--- config.mk ---
export PLATFORM = sky130hd
export DESIGN_NAME = vga_sync_gen_flat
export DESIGN_NICKNAME = d
export VERILOG_FILES = /design/src/rtl/vga_sync_gen_if.sv /design/src/rtl/vga_sync_gen.sv /design/src/flat_wrapper.sv
export SDC_FILE = /design/constraint.sdc
export NUM_CORES = 1
export LEC_CHECK = 0
export CAP_MARGIN = 20
export CORE_ASPECT_RATIO = 1.4
export CORE_MARGIN = 8
export CORE_UTILIZATION = 52
export DETAILED_ROUTE_END_ITERATION = 10
export PLACE_DENSITY = 0.83
export REMOVE_ABC_BUFFERS = 1
export SLEW_MARGIN = 20
export SYNTH_ARGS = -nofsm -noshare
export SYNTH_HDL_FRONTEND = slang
export SYNTH_SLANG_ARGS = --single-unit
--- constraint.sdc ---
create_clock -name sys_clk -period 3.1 [get_ports sys_clk]
set_input_delay 0.775 -clock sys_clk [delete_from_list [all_inputs] [get_ports sys_clk]]
set_output_delay 0.775 -clock sys_clk [all_outputs]
set_load 0.01 [all_outputs]
--- src/rtl/vga_sync_gen_if.sv ---
// ---------------------------------------------------------------------------
// vga_sync_gen_if
//   Bundles the scan-timing outputs of vga_sync_gen together with the camera
//   row input that the generator re-times to vertical blank.
//   Ports (signals):
//     camera_y_in   camera block index from game logic (into the generator)
//     p_tick        one-sys_clk pulse per pixel period
//     x, y          current horizontal / vertical scan position
//     video_on      high inside the visible area
//     hsync, vsync  sync pulses to the VGA connector
//     frame_start   pulse when the scan position becomes (0,0)
//     vblank_start  pulse when y becomes the first blanked line
//     camera_y      frame-stable copy of camera_y_in
//   Modports:
//     master  timing generator side (drives timing, reads camera_y_in)
//     slave   consumer side (pixel generator / game logic)
// ---------------------------------------------------------------------------
interface vga_sync_gen_if #(
  parameter int SCREEN_WIDTH = 10,
  parameter int CAM_WIDTH    = 5
);
  logic [CAM_WIDTH-1:0]    camera_y_in;
  logic                    p_tick;
  logic [SCREEN_WIDTH-1:0] x;
  logic [SCREEN_WIDTH-1:0] y;
  logic                    video_on;
  logic                    hsync;
  logic                    vsync;
  logic                    frame_start;
  logic                    vblank_start;
  logic [CAM_WIDTH-1:0]    camera_y;

  modport master (
    input  camera_y_in,
    output p_tick, x, y, video_on, hsync, vsync,
           frame_start, vblank_start, camera_y
  );

  modport slave (
    output camera_y_in,
    input  p_tick, x, y, video_on, hsync, vsync,
           frame_start, vblank_start, camera_y
  );
endinterface

--- src/rtl/vga_sync_gen.sv ---
// ---------------------------------------------------------------------------
// vga_sync_gen
//   VGA timing source. Divides sys_clk into a pixel tick, runs horizontal and
//   vertical scan counters and produces registered x/y/video_on/hsync/vsync.
//   camera_y_in is sampled only on the edge where the scan enters vertical
//   blank, so scrolled content never changes part-way through a frame.
//
//   Ports:
//     sys_clk    in   system clock (only clock)
//     sys_rst    in   asynchronous, active-high reset
//     frame_cnt  out  [15:0] frame counter (only with VGA_FRAME_CNT_EN)
//     vga        vga_sync_gen_if.master: camera_y_in in; p_tick, x, y,
//                video_on, hsync, vsync, frame_start, vblank_start,
//                camera_y out
//
//   Optional feature macro: VGA_FRAME_CNT_EN
//     defined   -> adds frame_cnt, +1 on every frame_start edge, wraps
//     undefined -> no frame_cnt port, no counter
// ---------------------------------------------------------------------------
module vga_sync_gen #(
  parameter int CLK_DIV      = 4,
  parameter int H_DISPLAY    = 640,
  parameter int H_FRONT      = 16,
  parameter int H_SYNC       = 96,
  parameter int H_BACK       = 48,
  parameter int V_DISPLAY    = 480,
  parameter int V_FRONT      = 10,
  parameter int V_SYNC       = 2,
  parameter int V_BACK       = 33,
  parameter int SCREEN_WIDTH = 10,
  parameter int CAM_WIDTH    = 5,
  parameter bit HSYNC_POL    = 1'b0,
  parameter bit VSYNC_POL    = 1'b0
) (
  input  logic           sys_clk,
  input  logic           sys_rst,
`ifdef VGA_FRAME_CNT_EN
  output logic [15:0]    frame_cnt,
`endif
  vga_sync_gen_if.master vga
);

  localparam int H_TOTAL   = H_DISPLAY + H_FRONT + H_SYNC + H_BACK;
  localparam int V_TOTAL   = V_DISPLAY + V_FRONT + V_SYNC + V_BACK;
  localparam int DIV_WIDTH = $clog2(CLK_DIV);

  localparam logic [DIV_WIDTH-1:0]    DIV_LAST = DIV_WIDTH'(CLK_DIV - 1);
  localparam logic [SCREEN_WIDTH-1:0] H_LAST   = SCREEN_WIDTH'(H_TOTAL - 1);
  localparam logic [SCREEN_WIDTH-1:0] V_LAST   = SCREEN_WIDTH'(V_TOTAL - 1);
  localparam logic [SCREEN_WIDTH-1:0] H_VIS    = SCREEN_WIDTH'(H_DISPLAY);
  localparam logic [SCREEN_WIDTH-1:0] V_VIS    = SCREEN_WIDTH'(V_DISPLAY);
  localparam logic [SCREEN_WIDTH-1:0] HS_BEGIN = SCREEN_WIDTH'(H_DISPLAY + H_FRONT);
  localparam logic [SCREEN_WIDTH-1:0] HS_END   = SCREEN_WIDTH'(H_DISPLAY + H_FRONT + H_SYNC);
  localparam logic [SCREEN_WIDTH-1:0] VS_BEGIN = SCREEN_WIDTH'(V_DISPLAY + V_FRONT);
  localparam logic [SCREEN_WIDTH-1:0] VS_END   = SCREEN_WIDTH'(V_DISPLAY + V_FRONT + V_SYNC);

  logic [DIV_WIDTH-1:0]    div_cnt_reg;
  logic                    p_tick_reg;
  logic [SCREEN_WIDTH-1:0] h_cnt_reg;
  logic [SCREEN_WIDTH-1:0] v_cnt_reg;
  logic                    video_on_reg;
  logic                    hsync_reg;
  logic                    vsync_reg;
  logic                    frame_start_reg;
  logic                    vblank_start_reg;
  logic [CAM_WIDTH-1:0]    camera_y_reg;

  logic [SCREEN_WIDTH-1:0] h_next;
  logic [SCREEN_WIDTH-1:0] v_next;
  logic                    video_on_next;
  logic                    hsync_next;
  logic                    vsync_next;
  logic                    frame_next;
  logic                    vblank_next;

  // Next scan position. Every registered output is decoded from these so
  // that x, y, video_on and both syncs move together on the same edge.
  always_comb begin
    h_next = h_cnt_reg;
    v_next = v_cnt_reg;
    if (h_cnt_reg == H_LAST) begin
      h_next = '0;
      v_next = (v_cnt_reg == V_LAST) ? '0 : v_cnt_reg + 1'b1;
    end else begin
      h_next = h_cnt_reg + 1'b1;
    end
    video_on_next = (h_next < H_VIS) && (v_next < V_VIS);
    hsync_next    = ((h_next >= HS_BEGIN) && (h_next < HS_END)) ? HSYNC_POL : ~HSYNC_POL;
    vsync_next    = ((v_next >= VS_BEGIN) && (v_next < VS_END)) ? VSYNC_POL : ~VSYNC_POL;
    frame_next    = (h_next == '0) && (v_next == '0);
    vblank_next   = (h_next == '0) && (v_next == V_VIS);
  end

  always_ff @(posedge sys_clk or posedge sys_rst) begin
    if (sys_rst) begin
      div_cnt_reg      <= '0;
      p_tick_reg       <= 1'b0;
      h_cnt_reg        <= '0;
      v_cnt_reg        <= '0;
      video_on_reg     <= 1'b0;
      hsync_reg        <= ~HSYNC_POL;
      vsync_reg        <= ~VSYNC_POL;
      frame_start_reg  <= 1'b0;
      vblank_start_reg <= 1'b0;
      camera_y_reg     <= '0;
    end else begin
      div_cnt_reg      <= (div_cnt_reg == DIV_LAST) ? '0 : div_cnt_reg + 1'b1;
      p_tick_reg       <= (div_cnt_reg == DIV_LAST);
      // Event strobes last one sys_clk; CLK_DIV >= 2 guarantees p_tick is
      // low on the following cycle.
      frame_start_reg  <= 1'b0;
      vblank_start_reg <= 1'b0;
      if (p_tick_reg) begin
        h_cnt_reg        <= h_next;
        v_cnt_reg        <= v_next;
        video_on_reg     <= video_on_next;
        hsync_reg        <= hsync_next;
        vsync_reg        <= vsync_next;
        frame_start_reg  <= frame_next;
        vblank_start_reg <= vblank_next;
        // Latch the camera row only when blanking begins, so the whole
        // next visible frame uses one consistent scroll value.
        if (vblank_next) begin
          camera_y_reg <= vga.camera_y_in;
        end
      end
    end
  end

`ifdef VGA_FRAME_CNT_EN
  logic [15:0] frame_cnt_reg;

  always_ff @(posedge sys_clk or posedge sys_rst) begin
    if (sys_rst) begin
      frame_cnt_reg <= '0;
    end else if (p_tick_reg && frame_next) begin
      frame_cnt_reg <= frame_cnt_reg + 16'd1;
    end
  end

  assign frame_cnt = frame_cnt_reg;
`endif

  assign vga.p_tick       = p_tick_reg;
  assign vga.x            = h_cnt_reg;
  assign vga.y            = v_cnt_reg;
  assign vga.video_on     = video_on_reg;
  assign vga.hsync        = hsync_reg;
  assign vga.vsync        = vsync_reg;
  assign vga.frame_start  = frame_start_reg;
  assign vga.vblank_start = vblank_start_reg;
  assign vga.camera_y     = camera_y_reg;

endmodule

--- src/flat_wrapper.sv ---
// flat-port wrapper written by rule: the top's interface ports become plain ports
module vga_sync_gen_flat 
#(
  parameter int CLK_DIV      = 4,
  parameter int H_DISPLAY    = 640,
  parameter int H_FRONT      = 16,
  parameter int H_SYNC       = 96,
  parameter int H_BACK       = 48,
  parameter int V_DISPLAY    = 480,
  parameter int V_FRONT      = 10,
  parameter int V_SYNC       = 2,
  parameter int V_BACK       = 33,
  parameter int SCREEN_WIDTH = 10,
  parameter int CAM_WIDTH    = 5,
  parameter bit HSYNC_POL    = 1'b0,
  parameter bit VSYNC_POL    = 1'b0
)
  (sys_clk, sys_rst, vga_camera_y_in, vga_p_tick, vga_x, vga_y, vga_video_on, vga_hsync, vga_vsync, vga_frame_start, vga_vblank_start, vga_camera_y);
  vga_sync_gen_if #(.SCREEN_WIDTH(SCREEN_WIDTH), .CAM_WIDTH(CAM_WIDTH)) vga_i ();
  input  logic sys_clk;
  input  logic sys_rst;
  input wire logic [$bits(vga_i.camera_y_in)-1:0] vga_camera_y_in;
  output wire logic [$bits(vga_i.p_tick)-1:0] vga_p_tick;
  output wire logic [$bits(vga_i.x)-1:0] vga_x;
  output wire logic [$bits(vga_i.y)-1:0] vga_y;
  output wire logic [$bits(vga_i.video_on)-1:0] vga_video_on;
  output wire logic [$bits(vga_i.hsync)-1:0] vga_hsync;
  output wire logic [$bits(vga_i.vsync)-1:0] vga_vsync;
  output wire logic [$bits(vga_i.frame_start)-1:0] vga_frame_start;
  output wire logic [$bits(vga_i.vblank_start)-1:0] vga_vblank_start;
  output wire logic [$bits(vga_i.camera_y)-1:0] vga_camera_y;
  assign vga_i.camera_y_in = vga_camera_y_in;
  assign vga_p_tick = vga_i.p_tick;
  assign vga_x = vga_i.x;
  assign vga_y = vga_i.y;
  assign vga_video_on = vga_i.video_on;
  assign vga_hsync = vga_i.hsync;
  assign vga_vsync = vga_i.vsync;
  assign vga_frame_start = vga_i.frame_start;
  assign vga_vblank_start = vga_i.vblank_start;
  assign vga_camera_y = vga_i.camera_y;
  vga_sync_gen #(.CLK_DIV(CLK_DIV), .H_DISPLAY(H_DISPLAY), .H_FRONT(H_FRONT), .H_SYNC(H_SYNC), .H_BACK(H_BACK), .V_DISPLAY(V_DISPLAY), .V_FRONT(V_FRONT), .V_SYNC(V_SYNC), .V_BACK(V_BACK), .SCREEN_WIDTH(SCREEN_WIDTH), .CAM_WIDTH(CAM_WIDTH), .HSYNC_POL(HSYNC_POL), .VSYNC_POL(VSYNC_POL)) u_core (.sys_clk(sys_clk), .sys_rst(sys_rst), .vga(vga_i));
endmodule
==> summary.md <==
| Metric | Value |
|---|---|
| Top cells by area, synth | `sky130_fd_sc_hd__dfrtp_1 39%, sky130_fd_sc_hd__xnor2_1 5.7%, sky130_fd_sc_hd__mux2_2 4.5%` |
| Min Hold Slack | `0.435 ns` |
| Sequential group share of total power | `0.533` |
| Clock tree from TritonCTS | `built` |
| Type of the most critical hold path | `reg2reg` |
| Number of diodes | `0` |
| Final Max Slew Viols | `0` |
| Maximum number of pins on one net before global-route repair | `34` |
| Headroom to the max-slew limit | `0.639` |
| Clock-pin transition on the worst setup and hold timing paths | `0.07 ns` |
| Number of placement rows | `26` |
| Congestion Overflow GR | `0` |
| Number of placed I/O pins | `38` |
| Delay contributed by the slowest stage of the critical path | `0.42 ns` |
| Max-cap violations | `0` |
| First-pass GRT wire length | `8200 um` |
| Syn-to-layout area delta | `29.8%` |
| Number of global-route vias before repair | `1818` |
| DRC marker count from the first detailed-route iteration | `84` |
| Post-Route Skew | `0.000822 ns` |
| Final weighted congestion of routability-driven global placement | `0.920` |
| Post-detailed-route via-to-cell ratio | `5.95` |
| Sequence of cells on the critical path | `inv_1 > ha_1 > nor4bb_4 > and2_1 > nand3_1 > a311oi_1 > nand2_1 > nor4_4 > buf_4 > mux2_2` |
| Critical Path Sink Type | `register` |
| IR drop worst, VDD | `295 uV` |
| Main flop type after synthesis | `sky130_fd_sc_hd__dfrtp_1` |
| Bufs on Longest Clock Path | `2` |
| Netlist Area Pre-Place | `1990 um^2` |
| Hold Path End | `u_core.div_cnt_reg[0]$_DFF_PP0_` |
| Accumulated negative setup slack | `0 ns` |
| Worst-Skew Late Latency | `0.29 ns` |
| Final antenna-violating net count | `0` |
| Internal power component | `0.000639 W` |
| CP max-delay cell | `sky130_fd_sc_hd__dfrtp_1` |
| Pre-CTS setup slack | `0.0697 ns` |
| Via count of the routed design | `1802` |
| Total routed wirelength | `5000 um` |
| Cell count after synthesis | `215` |
| Placed wire-length estimate | `3620 um` |
| CTS root buffer | `sky130_fd_sc_hd__clkbuf_8` |
| Post-detailed-route wirelength per cell | `16.5 um` |
| Final number of setup-violating endpoints | `0` |
| Fraction of post-synthesis cell area in the top cell type by area | `0.390` |
| RSZ-0062 raised after global routing | `no` |
| Crit Path Category | `reg2reg` |
| Number of unique standard cell types used by synthesis | `45` |
| Share of synthesized registers carrying an async set or reset | `1.00` |
| Critical Path RT | `3.27 ns` |
| Sequential element share of the synthesized area | `0.417` |
| Y dimension of the die | `89.2 um` |
| Effective utilization at floorplan | `0.541` |
| Final critical delay including setup and external delays | `2.93 ns` |
| Source of the worst hold timing path | `u_core.div_cnt_reg[0]$_DFF_PP0_` |
| Crit path max fanout | `5` |
| Flop-to-flop setup slack | `0.17 ns` |
| Number of iterations in the first detailed-routing pass | `4` |
| CTS H-tree depth | `2` |
| Final routed DRC violation total | `0` |
| Cell depth of the worst hold path | `1` |
| Highest-count cells in the layout ignoring fill and taps | `37 x sky130_fd_sc_hd__clkdlybuf4s50_1, 31 x sky130_fd_sc_hd__dfrtp_1, 22 x sky130_fd_sc_hd__nand2_1` |
| Clock share of power | `0.446` |
| Startpoint type of the worst setup path | `register` |
| Endpoint arrival time on the critical path | `3.10 ns` |
| Combinational group share of total power | `0.021` |
| Number of cell instances on the worst register-to-register path | `10` |
| Pin slew with the least headroom to its limit | `0.534 ns` |
| Critical R2R Capture | `u_core.vga.camera_y[0]$_DFFE_PP0P_` |
| Core region area | `3680 um^2` |
| Library cell occupying the most area in the post-synthesis netlist | `sky130_fd_sc_hd__dfrtp_1` |
| Most frequent standard cell in the layout excluding fill and tap cells | `sky130_fd_sc_hd__clkdlybuf4s50_1` |
| Lkg Pwr | `1.09 nW` |
| Die area | `6090 um^2` |
| Final hold vios | `0` |
| Number of antenna violations at the first check in global routing | `0` |
| Reported net switching power | `0.000169 W` |
| Worst setup margin | `0.171 ns` |
| Number of port buffers | `37` |
| Peak Freq | `0.341 GHz` |
| Clk sink count | `33` |
| Synthesis-stage register bit count | `33` |
| R2R Path Start | `u_core.vga.y[0]$_DFFE_PP0P_` |
| Share of post-route cells with drive strength above 1 | `0.165` |
| Final nets | `272` |
| Syn. warnings | `0` |
| EDFF count, synth | `0` |
| Clock buffers created by TritonCTS | `5` |
| Fin crit share | `0.945` |
| Total of fill cells in the finished design | `302` |
| Outcome | `completed` |
| Switching part of the total | `0.209` |
| Mean instance size in the synthesized netlist | `9.25 um^2` |
| Power density of the placed cells | `313 nW/um^2` |
| GRT Overall Usage | `0.175` |
| Die extent in x | `68.3 um` |
worst max-delay path, delay by kind of cell, from the launching register on:
kind | cells | cell delay, ns
compound gates | 1 | 0.38
buf+inv | 2 | 0.33
mux | 1 | 0.33
flops | 1 | 0.42
fa+ha+maj | 1 | 0.18
simple gates | 5 | 1.17
final cells by class:
type / count / area (um^2) / share of cell area
Sequential cell: 33 / 828 / 0.321
Multi-Input combinational cell: 161 / 1080 / 0.419
Clock buffer: 7 / 96.3 / 0.0373
Timing Repair Buffer: 54 / 498 / 0.193
Clock inverter: 1 / 5.00 / 0.00194
Inverter: 5 / 18.8 / 0.00727
Tap cell: 42 / 52.6 / 0.0204
worst max path at each step:
| stage | from | end | depth (start not counted) |
|---|---|---|---|
| 2_1_floorplan | u_core.vga.x[0]$_DFFE_PP0P_ | u_core.vga.camera_y[0]$_DFFE_PP0P_ | 8 |
| 3_3_place_gp | u_core.vga.y[0]$_DFFE_PP0P_ | u_core.vga.camera_y[3]$_DFFE_PP0P_ | 9 |
| 3_5_place_dp | u_core.vga.y[0]$_DFFE_PP0P_ | u_core.vga.camera_y[0]$_DFFE_PP0P_ | 9 |
| 4_1_cts | u_core.vga.y[0]$_DFFE_PP0P_ | u_core.vga.camera_y[0]$_DFFE_PP0P_ | 9 |
| 5_1_grt | u_core.vga.y[0]$_DFFE_PP0P_ | u_core.vga.camera_y[1]$_DFFE_PP0P_ | 10 |
| 6_report | u_core.vga.y[0]$_DFFE_PP0P_ | u_core.vga.camera_y[0]$_DFFE_PP0P_ | 10 |
repair_timing:
item	in CTS	in global routing
gates resized for setup	0	2
hold buffers	0	0
setup endpoints to repair	0	5
setup buffers	0	1
kinds of logic (layout without fill, tap and decap cells):
kind of cell             count (synthesis)  in the layout  synth area share
AND/OR/NAND/NOR                         89             89             0.250
AO/OA/AOI/OAI                           41             41             0.130
flip-flops                              33             33             0.417
buffers and inverters                   21             67            0.0466
XOR/XNOR                                16             16            0.0705
multiplexers                            10             10            0.0554
adder cells (fa/ha/maj)                  5              5            0.0315
routing by layer:
metal	routed length [um]	part of all wire	global-route usage	up-vias
met1	1960	0.39	0.188	870
met3	330	0.066	0.0565	16
met4	132	0.026	0.0916	0
li1	-	-	-	858
met2	2580	0.52	0.295	58
met5	0	0	0	-
cells in the mapped netlist (all sizes together) (2+ instances only):
cell type,n
mux2i,2
o211ai,2
nand3,13
nand2b,2
and2,5
inv,5
nand2,22
a31oi,2
nor4b,2
o21ai,14
nand4,8
a21oi,10
xnor2,13
dfrtp,31
clkbuf,10
xor2,3
and3,7
ha,5
o31a,3
dfstp,2
mux2,8
nor4,3
buf,6
nor2,14
nor3,8
power by group through the flow:
| stage | logic (W) | registers [W] | clock network [W] |
|---|---|---|---|
| after CTS | 0.0000173 | 0.000431 | 0.000367 |
| after global placement | 0.0000167 | 0.000439 | 0 |
| after floorplan | 0.00000638 | 0.000439 | 0 |
| after global routing | 0.0000193 | 0.000430 | 0.000384 |
| final | 0.0000166 | 0.000431 | 0.000360 |
| after detailed placement | 0.0000173 | 0.000439 | 0 |
metrics by stage:
stage	total power [W]	util	cells	instance area (um^2)
3_5_place_dp	0.000456	0.668	294	2460
5_1_grt	0.000834	0.702	303	2580
6_report	0.000807	0.702	303	2580
3_3_place_gp	0.000455	0.668	294	2460
4_1_cts	0.000815	0.696	302	2560
2_1_floorplan	0.000445	-	199	1910
Note: power is estimated with default switching activity, not from simulation.
